### config.mk
export PLATFORM = sky130hd
export DESIGN_NAME = button_conditioner
export DESIGN_NICKNAME = d
export VERILOG_FILES = /design/src/rtl/button_conditioner.sv
export SDC_FILE = /design/constraint.sdc
export NUM_CORES = 1
export LEC_CHECK = 0
export BUFFER_PORTS_ARGS = -buffer_cell sky130_fd_sc_hd__buf_2
export CAP_MARGIN = 10
export CORE_MARGIN = 2
export CORE_UTILIZATION = 44
export CTS_CLUSTER_SIZE = 28
export DETAILED_ROUTE_END_ITERATION = 7
export PLACE_DENSITY = 0.7
export RECOVER_POWER = 25
export SLEW_MARGIN = 30
export SYNTH_ARGS = -nofsm -noshare
export SYNTH_HDL_FRONTEND = slang
export SYNTH_SLANG_ARGS = --single-unit
### constraint.sdc
create_clock -name clk_27M -period 5.6 [get_ports clk_27M]
set_input_delay 0.56 -clock clk_27M [delete_from_list [all_inputs] [get_ports clk_27M]]
set_output_delay 0.56 -clock clk_27M [all_outputs]
set_load 0.02 [all_outputs]
### src/rtl/button_conditioner.sv
// button_conditioner: synchronise, debounce and auto-repeat active-low push-buttons
//   clk_27M       system clock
//   rst_n         asynchronous active-low reset
//   buttons_n     raw pins, 0 = pressed, asynchronous to clk_27M
//   pressed       debounced level, 1 = held
//   press_pulse   one-cycle pulse when the debounced level rises
//   release_pulse one-cycle pulse when the debounced level falls
//   strobe        one-cycle pulse on press and on every auto-repeat
module button_conditioner #(
  parameter int unsigned BUTTONS              = 5,
  parameter int unsigned DEBOUNCE_CYCLES      = 270_000,
  parameter int unsigned REPEAT_DELAY_CYCLES  = 13_500_000,
  parameter int unsigned REPEAT_PERIOD_CYCLES = 2_700_000
) (
  input  logic               clk_27M,
  input  logic               rst_n,
  input  logic [BUTTONS-1:0] buttons_n,
  output logic [BUTTONS-1:0] pressed,
  output logic [BUTTONS-1:0] press_pulse,
  output logic [BUTTONS-1:0] release_pulse,
  output logic [BUTTONS-1:0] strobe
);
  localparam int unsigned DW   = $clog2(DEBOUNCE_CYCLES + 1);
  localparam int unsigned RMAX = (REPEAT_DELAY_CYCLES > REPEAT_PERIOD_CYCLES) ?
                                 REPEAT_DELAY_CYCLES : REPEAT_PERIOD_CYCLES;
  localparam int unsigned RW   = (RMAX < 2) ? 1 : $clog2(RMAX + 1);
  localparam logic [DW-1:0] DB_LAST  = DW'(DEBOUNCE_CYCLES - 1);
  localparam logic [RW-1:0] DLY_LAST = RW'((REPEAT_DELAY_CYCLES == 0) ? 0 : REPEAT_DELAY_CYCLES - 1);
  localparam logic [RW-1:0] PER_LAST = RW'(REPEAT_PERIOD_CYCLES - 1);
  localparam logic          REP_EN   = (REPEAT_DELAY_CYCLES != 0);
  localparam logic [1:0] IDLE   = 2'd0;
  localparam logic [1:0] DELAY  = 2'd1;
  localparam logic [1:0] REPEAT = 2'd2;
  logic [BUTTONS-1:0] r_sync1, r_sync2;
  // Sync flops reset to 1 so the pins read as released straight out of reset.
  always_ff @(posedge clk_27M or negedge rst_n)
    if (!rst_n) begin
      r_sync1 <= '1;
      r_sync2 <= '1;
    end else begin
      r_sync1 <= buttons_n;
      r_sync2 <= r_sync1;
    end
  for (genvar g = 0; g < BUTTONS; g++) begin : g_ch
    logic          w_raw, w_hit, w_rise, w_fall, w_exp, w_sb_nxt;
    logic [1:0]    w_state_nxt;
    logic [RW-1:0] w_rcnt_nxt;
    logic          r_st, r_pp, r_rp, r_sb;
    logic [DW-1:0] r_dcnt;
    logic [RW-1:0] r_rcnt;
    logic [1:0]    r_state;
    assign w_raw  = ~r_sync2[g];
    assign w_hit  = (w_raw != r_st) && (r_dcnt == DB_LAST);
    assign w_rise = w_hit & w_raw;
    assign w_fall = w_hit & ~w_raw;
    assign w_exp  = ((r_state == DELAY) && (r_rcnt == DLY_LAST)) ||
                    ((r_state == REPEAT) && (r_rcnt == PER_LAST));
    // A release suppresses any repeat expiry landing on the same cycle.
    assign w_sb_nxt    = w_fall ? 1'b0 : (r_state == IDLE) ? w_rise : w_exp;
    assign w_state_nxt = w_fall ? IDLE :
                         (r_state == IDLE) ? ((w_rise && REP_EN) ? DELAY : IDLE) :
                         w_exp ? REPEAT : r_state;
    assign w_rcnt_nxt  = (w_fall || (r_state == IDLE) || w_exp) ? '0 : r_rcnt + RW'(1);
    always_ff @(posedge clk_27M or negedge rst_n)
      if (!rst_n) begin
        r_st    <= 1'b0;
        r_pp    <= 1'b0;
        r_rp    <= 1'b0;
        r_sb    <= 1'b0;
        r_dcnt  <= '0;
        r_rcnt  <= '0;
        r_state <= IDLE;
      end else begin
        r_dcnt  <= ((w_raw == r_st) || w_hit) ? '0 : r_dcnt + DW'(1);
        r_st    <= w_hit ? w_raw : r_st;
        r_pp    <= w_rise;
        r_rp    <= w_fall;
        r_sb    <= w_sb_nxt;
        r_rcnt  <= w_rcnt_nxt;
        r_state <= w_state_nxt;
      end
    assign pressed[g]       = r_st;
    assign press_pulse[g]   = r_pp;
    assign release_pulse[g] = r_rp;
    assign strobe[g]        = r_sb;
  end
endmodule

-- Word-level counts from Yosys, hierarchy flattened
Index checks and enable logic that the tools add are counted.
- add/subtract/negate cells: 10
- equality and inequality tests: 35
- muxes and demuxes: 40
- bitwise operators: 15
- reduce and logical (&&, ||, !) cells: 45
- operators by type and width (operator ; count):
    24-bit by 1-bit adder with 24-bit output, second input constant ; 5
    24-bit by 22-bit == test with 1-bit output, second input constant ; 5
    24-bit == test, second input constant ; 5
    24-bit 2-to-1 mux ; 5
    19-bit by 1-bit adder with 19-bit output, second input constant ; 5
    19-bit == test, second input constant ; 5
    19-bit 2-to-1 mux ; 5
    2-bit 2-to-1 mux ; 15
    1-bit logical OR ; 20
    1-bit logical AND ; 15
    1-bit 2-to-1 mux ; 15
    3-bit nonzero test ; 5
    1-bit AND ; 10
    2-bit by 1-bit == test with 1-bit output, second input constant ; 5
    2-bit == test, second input constant ; 5
    2-bit zero test ; 5
    1-bit == test ; 5
    1-bit != test ; 5
    1-bit inverter ; 5
- register bits after elaboration: 255
- output and inout port bits: 20
- word-level logic and storage cells: 182

-- Logic depth before layout (Yosys ltp)
Gate-level depths: netlist of run 1.
- depth after elaboration: 7
- mapped depth: 8
- mapped depth without buffers: 6

-- Worst setup path before layout of run 1
No wires, ideal clock.
- path type: reg2reg
- start: register g_ch[2].r_rcnt[0]
- end: register g_ch[2].r_rcnt[15]
- library setup time: 121 ps
- arrival time: 1724 ps
- required time: 5479 ps
- path slack: 3754 ps
- stages on the path, launching flop included: 9
- period minus slack after synthesis: 1846 ps
- cells stage by stage: dfrtp_1 > ha_1 > and4_1 > clkbuf_1 > nand4_1 > o21ai_0 > o2bb2ai_1 > buf_2 > nor2_1
- cells in the longest elaborated chain, start to end: 5
- RTL lines (what ; RTL line ; RTL):
    start, declared ; 50 ; logic [RW-1:0] r_rcnt;
    start signal, assigned ; 79 ; r_rcnt <= w_rcnt_nxt;
    branches (longest 4 deep; another with 24-bit by 1-bit adder with 24-bit output) ; -- ;
    24-bit 2-to-1 mux (*) ; 63 ; assign w_rcnt_nxt = (w_fall || (r_state == IDLE) || w_exp) ? '0 : r_rcnt + RW'(1);
    named net g_ch[2].w_rcnt_nxt[15] ; 47 ; logic [RW-1:0] w_rcnt_nxt;
Mark *: on every way through the listed nets, which the timed path passes.
A chain may end at the register's enable or synchronous reset.

==> flow_metrics.env, run 1 <==
export IMPL_synth_top_cells_by_area="dfrtp_1, nor2_1, xor2_1, xnor2_1, nand4_1"
export IMPL_synth_common_cells="nor2_1, dfrtp_1, xor2_1, xnor2_1, nand3_1"
export IMPL_grt_ovfl_total=0
export IMPL_crit_type="primary input to asynchronous set/reset pin"
export IMPL_hpwl_mm=14.82
export IMPL_drt_iter0_markers=563
export IMPL_cts_buffers=27
export IMPL_ys_seq_area_frac=0.5126
export IMPL_yosys_warnings=0
export IMPL_num_rows=61
export IMPL_critPathRequiredTime_ps=6210
export IMPL_synth_edff_count=0
export IMPL_setup_viol=0
export IMPL_yosys_most_used_dff="dfrtp_1"
export IMPL_root_buffer="clkbuf_16"
export IMPL_crit_arrival_ps=3690
export IMPL_synthesis_area_sq_um=12470
export IMPL_peakVddDrop_mv=0.2258
export IMPL_num_io_pins=27
export IMPL_power_density_nw_per_um2=266.7
export IMPL_wl_per_cell_microns=13.60
export IMPL_grt_util_all_layers=0.1621
export IMPL_drtPass1Iterations=5
export IMPL_clock_skew_ps=18.41
export IMPL_max_stage_delay_ps=1540
export IMPL_core_area_sq_um=27860
export IMPL_maxSlewHeadroom=-0.4147
export IMPL_gp_congestion=0.8091
export IMPL_placed_area_sq_um=12850
export IMPL_drv_cap=1
export IMPL_die_w_microns=172.4
export IMPL_nets=1291
export IMPL_post_cts_setup_buffers=0
export IMPL_multi_input_area_sq_um=5647
export IMPL_crit_fanout=118
export IMPL_synth_area_per_cell_sq_um=9.884
export IMPL_num_vias=8894
export IMPL_path_cells="dlygate4sd3_1 -> buf_8 -> clkbuf_2 -> buf_12"
export IMPL_clkSlewWorstSetupHoldPaths_ps=60
export IMPL_register_area_sq_um=6394
export IMPL_clock_sink_count=255
export IMPL_outcome="finished with violations"
export IMPL_crit_slowest_cell="clkbuf_2"
export IMPL_grt_antenna_before_repair=0
export IMPL_hold_viol_final=0
export IMPL_area_delta_synth_final_pct=9.811
export IMPL_period_needed_ps=3076
export IMPL_drtAntennaViolNets=0
export IMPL_hold_path_class="primary input to flop"
export IMPL_grt_pass1_vias=8742
export IMPL_synthArstFlopShare=1.000
export IMPL_violations="capacitance limit, slew limit"
export IMPL_antenna_cells=0
export IMPL_fillCellCount=2573
export IMPL_clk_latency_ps=550
export IMPL_synth_fp_nets=1279
export IMPL_end_kind="asynchronous set/reset pin"
export IMPL_finalPower_mw=3.653
export IMPL_port_buffers=26
export IMPL_drive_gt1_frac=0.07573
export IMPL_initial_core_util=0.4477
export IMPL_clk_path_buf_depth=3
export IMPL_htreeDepth=1
export IMPL_p_leak_nw=5.544
export IMPL_slew_viol_final=87
export IMPL_die_area_sq_um=29710
export IMPL_die_h_microns=172.4
export IMPL_yosys_area_top_type_share=0.4915
export IMPL_grt_max_degree=119
export IMPL_ys_types=63
export IMPL_cts_resized_gates=0
export IMPL_vias_per_cell=5.319
export IMPL_synth_top_area_cell="dfrtp_1"
export IMPL_cp_start_kind="primary input"
export IMPL_grt_pass1_wl_mm=40.89
export IMPL_worst_pin_slew_ps=2122
export IMPL_ys_ff_latch=255
export IMPL_tns_ps=0
export IMPL_period_share=0.5492
export IMPL_final_area_sq_um=13700
export IMPL_cts_tree="built"
export IMPL_yosysMostFrequentCell="nor2_1"
export IMPL_synthCells=1262
export IMPL_drc=0
export IMPL_rsz0062_at_grt="false"
export IMPL_fmax_mhz=325.1
export IMPL_wl_mm=22.74
-- placed cells by master (no fill, tap or decap), types with 6 or more instances in the layout --
cell	synthesis	final
and2_1	16	16
and4_1	21	21
nand3_1	81	81
o21ai_0	9	9
clkbuf_8	0	8
nand4_1	70	70
nor4bb_1	7	7
clkbuf_16	0	27
nor2_1	268	268
buf_2	10	25
a21oi_1	6	6
nor4b_1	9	9
dfstp_2	10	10
nor4_1	19	19
or3_1	7	7
dfrtp_1	245	245
xnor2_1	90	90
xor2_1	104	104
nand2_1	61	61
clkbuf_1	10	10
nor3_1	28	28
ha_1	10	10
nand4b_1	11	11
and3_1	33	33
inv_1	36	36
-- state kept, by name (all words and copies together) (netlist names) --
signal / cells
r_sync1: 5
g_ch.r_st: 5
g_ch.r_dcnt: 95
g_ch.r_pp: 5
g_ch.r_sb: 5
g_ch.r_rcnt: 120
r_sync2: 5
g_ch.r_rp: 5
g_ch.r_state: 10
-- cell families (layout without fill, tap and decap cells) --
kind of cell | after synthesis | after routing | synth area share
DFF | 255 | 255 | 0.5126
AOI/OAI and AO/OA | 46 | 46 | 0.02538
buffers and inverters | 84 | 116 | 0.03471
and+or+nand+nor | 672 | 672 | 0.2803
muxes | 1 | 1 | 0.0008025
adders and majority gates | 10 | 10 | 0.01003
xor gates and xnor gates | 194 | 194 | 0.1362
-- final timing paths --
check | from | end | slack, ps | depth (start not counted)
hold / removal | buttons_n[3] | r_sync1[3]$_DFF_PN1_ | 110 | 1
setup reg to reg | g_ch[3].r_dcnt[14]$_DFF_PN0_ | g_ch[3].r_rcnt[4]$_DFF_PN0_ | 3290 | 5
hold reg to reg | r_sync1[1]$_DFF_PN1_ | r_sync2[1]$_DFF_PN1_ | 350 | 0
max in group clk_27M | g_ch[3].r_dcnt[14]$_DFF_PN0_ | g_ch[3].r_rcnt[4]$_DFF_PN0_ | 3290 | 5
setup / recovery | rst_n | g_ch[1].r_st$_DFFE_PN0N_ | 2520 | 4
min in group asynchronous | rst_n | g_ch[3].r_rcnt[11]$_DFF_PN0_ | 500 | 2
-- worst max-delay path, delay by kind of cell --
kind / cells / cell delay, ps
buffers and inverters: 4 / 2990
-- through the flow --
stage / setup slack [ps] / std cells / utilization / hold slack (ps)
final: 2524 / 1672 / 0.4917 / 109.9
after global routing: 1950 / 1672 / 0.4917 / 84.87
after CTS: 3248 / 1672 / 0.4925 / 85.34
after detailed placement: 3302 / 1622 / 0.4613 / 347.9
after global placement: 3350 / 1621 / 0.4603 / 346.5
after floorplan: 3754 / 1262 / - / 264.4
-- metal layers --
metal  share of wire  GRT usage  vias to the layer above
met5               0          0                        -
met4           0.017    0.03252                        0
met3           0.034    0.02747                       28
met2            0.46     0.2701                      110
met1            0.49     0.2238                     4403
li1                -          -                     4353
-- power by group --
part | switching (mW) | internal (mW)
Sequential | 0.0125 | 1.86
Clock | 0.714 | 0.999
Combinational | 0.0529 | 0.0150
Total | 0.780 | 2.87
-- layout make-up --
| cell class | count | share of cell area |
|---|---|---|
| sequential | 255 | 0.4668 |
| multi-input combinational | 923 | 0.4123 |
| clock buffer | 45 | 0.06011 |
| tap | 378 | 0.03453 |
| timing repair buffer | 31 | 0.01389 |
| inverter | 36 | 0.009866 |
| clock inverter | 4 | 0.002558 |
-- what timing repair did --
item | CTS | global route
endpoints found under the hold margin | 47 | 0
hold buffers | 1 | 0
setup endpoints to repair | 0 | 0
Power figures use the tool's default switching activity.
==> run 2: changes to the inputs <==
--- a/config.mk
+++ b/config.mk
@@ -5,6 +5,7 @@
 export SDC_FILE = /design/constraint.sdc
 export NUM_CORES = 1
 export LEC_CHECK = 0
+export ABC_AREA = 1
 export BUFFER_PORTS_ARGS = -buffer_cell sky130_fd_sc_hd__buf_2
 export CAP_MARGIN = 10
 export CORE_MARGIN = 2
==> constraint.sdc (replaced) <==
create_clock -name clk_27M -period 3 [get_ports clk_27M]
set_input_delay 0.3 -clock clk_27M [delete_from_list [all_inputs] [get_ports clk_27M]]
set_output_delay 0.3 -clock clk_27M [all_outputs]
set_load 0.02 [all_outputs]
==> flow_metrics.env, run 2 <==
export IMPL_gp_congestion=0.8991
export IMPL_cp_endpoint="g_ch[4].r_rcnt[6]$_DFF_PN0_"
export IMPL_synth_area_per_cell_sq_um=7.434
export IMPL_initial_core_util=0.4450
export IMPL_routed_top_layer="met4"
export IMPL_cts_tree="built"
export IMPL_period_share=0.6973
export IMPL_maxSlewHeadroom=0.1083
export IMPL_cts_resized_gates=0
export IMPL_yosys_area_top_type_share=0.4389
export IMPL_antenna_cells=0
export IMPL_final_area_sq_um=15370
export IMPL_yosys_most_used_dff="dfrtp_1"
export IMPL_root_buffer="clkbuf_16"
export IMPL_cts_buffers=29
export IMPL_core_area_sq_um=31390
export IMPL_utilization=0.4895
export IMPL_largest_registers="g_ch.r_rcnt x120, g_ch.r_dcnt x95, g_ch.r_state x10"
export IMPL_grt_max_degree=83
export IMPL_drv_cap=0
export IMPL_ys_ff_latch=255
export IMPL_drtPass1Iterations=5
export IMPL_htreeDepth=1
export IMPL_grt_util_all_layers=0.1751
export IMPL_wl_mm=27.90
export IMPL_crit_fanout=82
export IMPL_peakVddDrop_mv=0.3939
export IMPL_tns_ps=0
export IMPL_met1Wirelength_mm=13.49
export IMPL_clock_skew_ps=18.81
export IMPL_synth_fp_nets=1896
export IMPL_num_vias=11340
export IMPL_outcome="finished, final reports clean"
export IMPL_setup_worst_path_start="rst_n"
export IMPL_synth_common_cells="nand2_1, nor2_1, dfrtp_1, inv_1, nand3_1"
export IMPL_hpwl_mm=19.89
export IMPL_vias_per_cell=4.863
export IMPL_grt_pass1_vias=11270
export IMPL_fillCellCount=3036
export IMPL_grt_ovfl_total=0
export IMPL_synthCells=1879
export IMPL_crit_type="primary input to asynchronous set/reset pin"
export IMPL_synth_top_area_cell="dfrtp_1"
export IMPL_worst_pin_slew_ps=1338
export IMPL_clkSlewWorstSetupHoldPaths_ps=60
export IMPL_grt_antenna_before_repair=0
export IMPL_wl_per_cell_microns=11.96
export IMPL_routed_wl_met3_mm=1.041
export IMPL_post_cts_setup_buffers=0
export IMPL_cp_start_kind="primary input"
export IMPL_clk_path_buf_depth=3
export IMPL_placed_area_sq_um=14370
export IMPL_period_needed_ps=2092
export IMPL_ys_seq_area_frac=0.4577
export IMPL_critPathRequiredTime_ps=3430
export IMPL_die_w_microns=182.2
export IMPL_crit_arrival_ps=2520
export IMPL_clock_sink_count=255
export IMPL_slew_viol_final=0
export IMPL_ff2ff_setup_slack_ps=1060
export IMPL_power_density_nw_per_um2=468.1
export IMPL_ys_types=35
export IMPL_area_delta_synth_final_pct=10.01
export IMPL_holdBufCountCts=6
export IMPL_die_area_sq_um=33190
export IMPL_synth_edff_count=0
export IMPL_met2_length_mm=12.85
export IMPL_r2r_end="g_ch[4].r_rcnt[18]$_DFF_PN0_"
export IMPL_grt_pass1_wl_mm=49.95
export IMPL_reg2regPathDepth=6
export IMPL_yosys_warnings=0
export IMPL_hold_path_class="primary input to asynchronous set/reset pin"
export IMPL_largest_reg_flops=120
export IMPL_synth_top_cells_by_area="dfrtp_1, nand2_1, nor2_1, inv_1, xor2_1"
export IMPL_port_buffers=26
export IMPL_synthesis_area_sq_um=13970
export IMPL_fmax_mhz=478.0
export IMPL_nets=1926
export IMPL_regMostFlops="g_ch.r_rcnt"
export IMPL_num_rows=65
export IMPL_drtAntennaViolNets=0
export IMPL_num_io_pins=27
export IMPL_end_kind="asynchronous set/reset pin"
export IMPL_synthArstFlopShare=1.000
export IMPL_yosysMostFrequentCell="nand2_1"
export IMPL_drt_iter0_markers=678
export IMPL_drc=0
export IMPL_final_common_cell="nand2_1"
export IMPL_final_cell_mix="nand2_1, nor2_1, dfrtp_1, inv_1, nand3_1"
export IMPL_setup_viol=0
export IMPL_die_h_microns=182.2
export IMPL_rsz0062_at_grt="false"
export IMPL_r2r_start="g_ch[4].r_dcnt[0]$_DFF_PN0_"
export IMPL_p_leak_nw=6.511
export IMPL_hold_viol_final=0
export IMPL_clk_latency_ps=550
export IMPL_drive_gt1_frac=0.06632
-- run 2: worst min path at each step --
stage,startpoint,endpoint,slack [ps],cells past startpoint
after floorplan,rst_n,g_ch[0].r_dcnt[0]$_DFF_PN0_,4,0
after global placement,rst_n,g_ch[2].r_rcnt[12]$_DFF_PN0_,340,1
after detailed placement,rst_n,g_ch[2].r_rcnt[12]$_DFF_PN0_,350,1
after CTS,r_sync1[0]$_DFF_PN1_,r_sync2[0]$_DFF_PN1_,350,0
after global routing,r_sync1[0]$_DFF_PN1_,r_sync2[0]$_DFF_PN1_,350,0
final,rst_n,g_ch[2].r_rcnt[12]$_DFF_PN0_,350,2
-- run 2: cell families (layout without fill, tap and decap cells) --
| family | Yosys count | in the layout | synth area share |
|---|---|---|---|
| and+or+nand+nor | 1155 | 1155 | 0.3475 |
| buffers and inverters | 263 | 314 | 0.08285 |
| DFF | 255 | 255 | 0.4577 |
| xor gates and xnor gates | 114 | 114 | 0.07148 |
| AOI/OAI and AO/OA | 82 | 82 | 0.03153 |
| adders and majority gates | 10 | 10 | 0.008957 |
-- run 2: power by group --
group          leakage, nW  internal [mW]  switching (mW)
Clock                0.460           2.14            1.41
Sequential            3.52           3.47          0.0232
Combinational         2.53         0.0366           0.113
Total                 6.51           5.64            1.55
-- run 2: critical path, stage by stage --
cell	delay, ps
dlygate4sd3_1	560
buf_8	490
clkbuf_2	1100
-- run 2: cell type report --
class	count	area [sq um]	area share
flip-flops and latches	255	6394	0.4161
well taps	402	503.0	0.03273
clock buffers	42	814.5	0.05301
repair buffers	35	244.0	0.01588
clock inverters	10	141.4	0.009201
multi-input cells	1361	6417	0.4176
inverters	227	852.1	0.05545
-- run 2: metrics by stage --
step,instances,hold WS (ps),power (mW),worst slack (ps)
after floorplan,1879,4.409,3.606,1429
after global placement,2274,344.0,3.702,1160
after detailed placement,2274,348.9,3.708,1033
after CTS,2332,346.1,7.312,1031
after global routing,2332,351.8,7.471,476.1
final,2332,346.2,7.193,908.1
-- run 2: per-layer routing --
layer | track usage | up-vias
li1 | - | 5867
met1 | 0.2378 | 5244
met2 | 0.2980 | 184
met3 | 0.02195 | 46
met4 | 0.04452 | 0
met5 | 0 | -
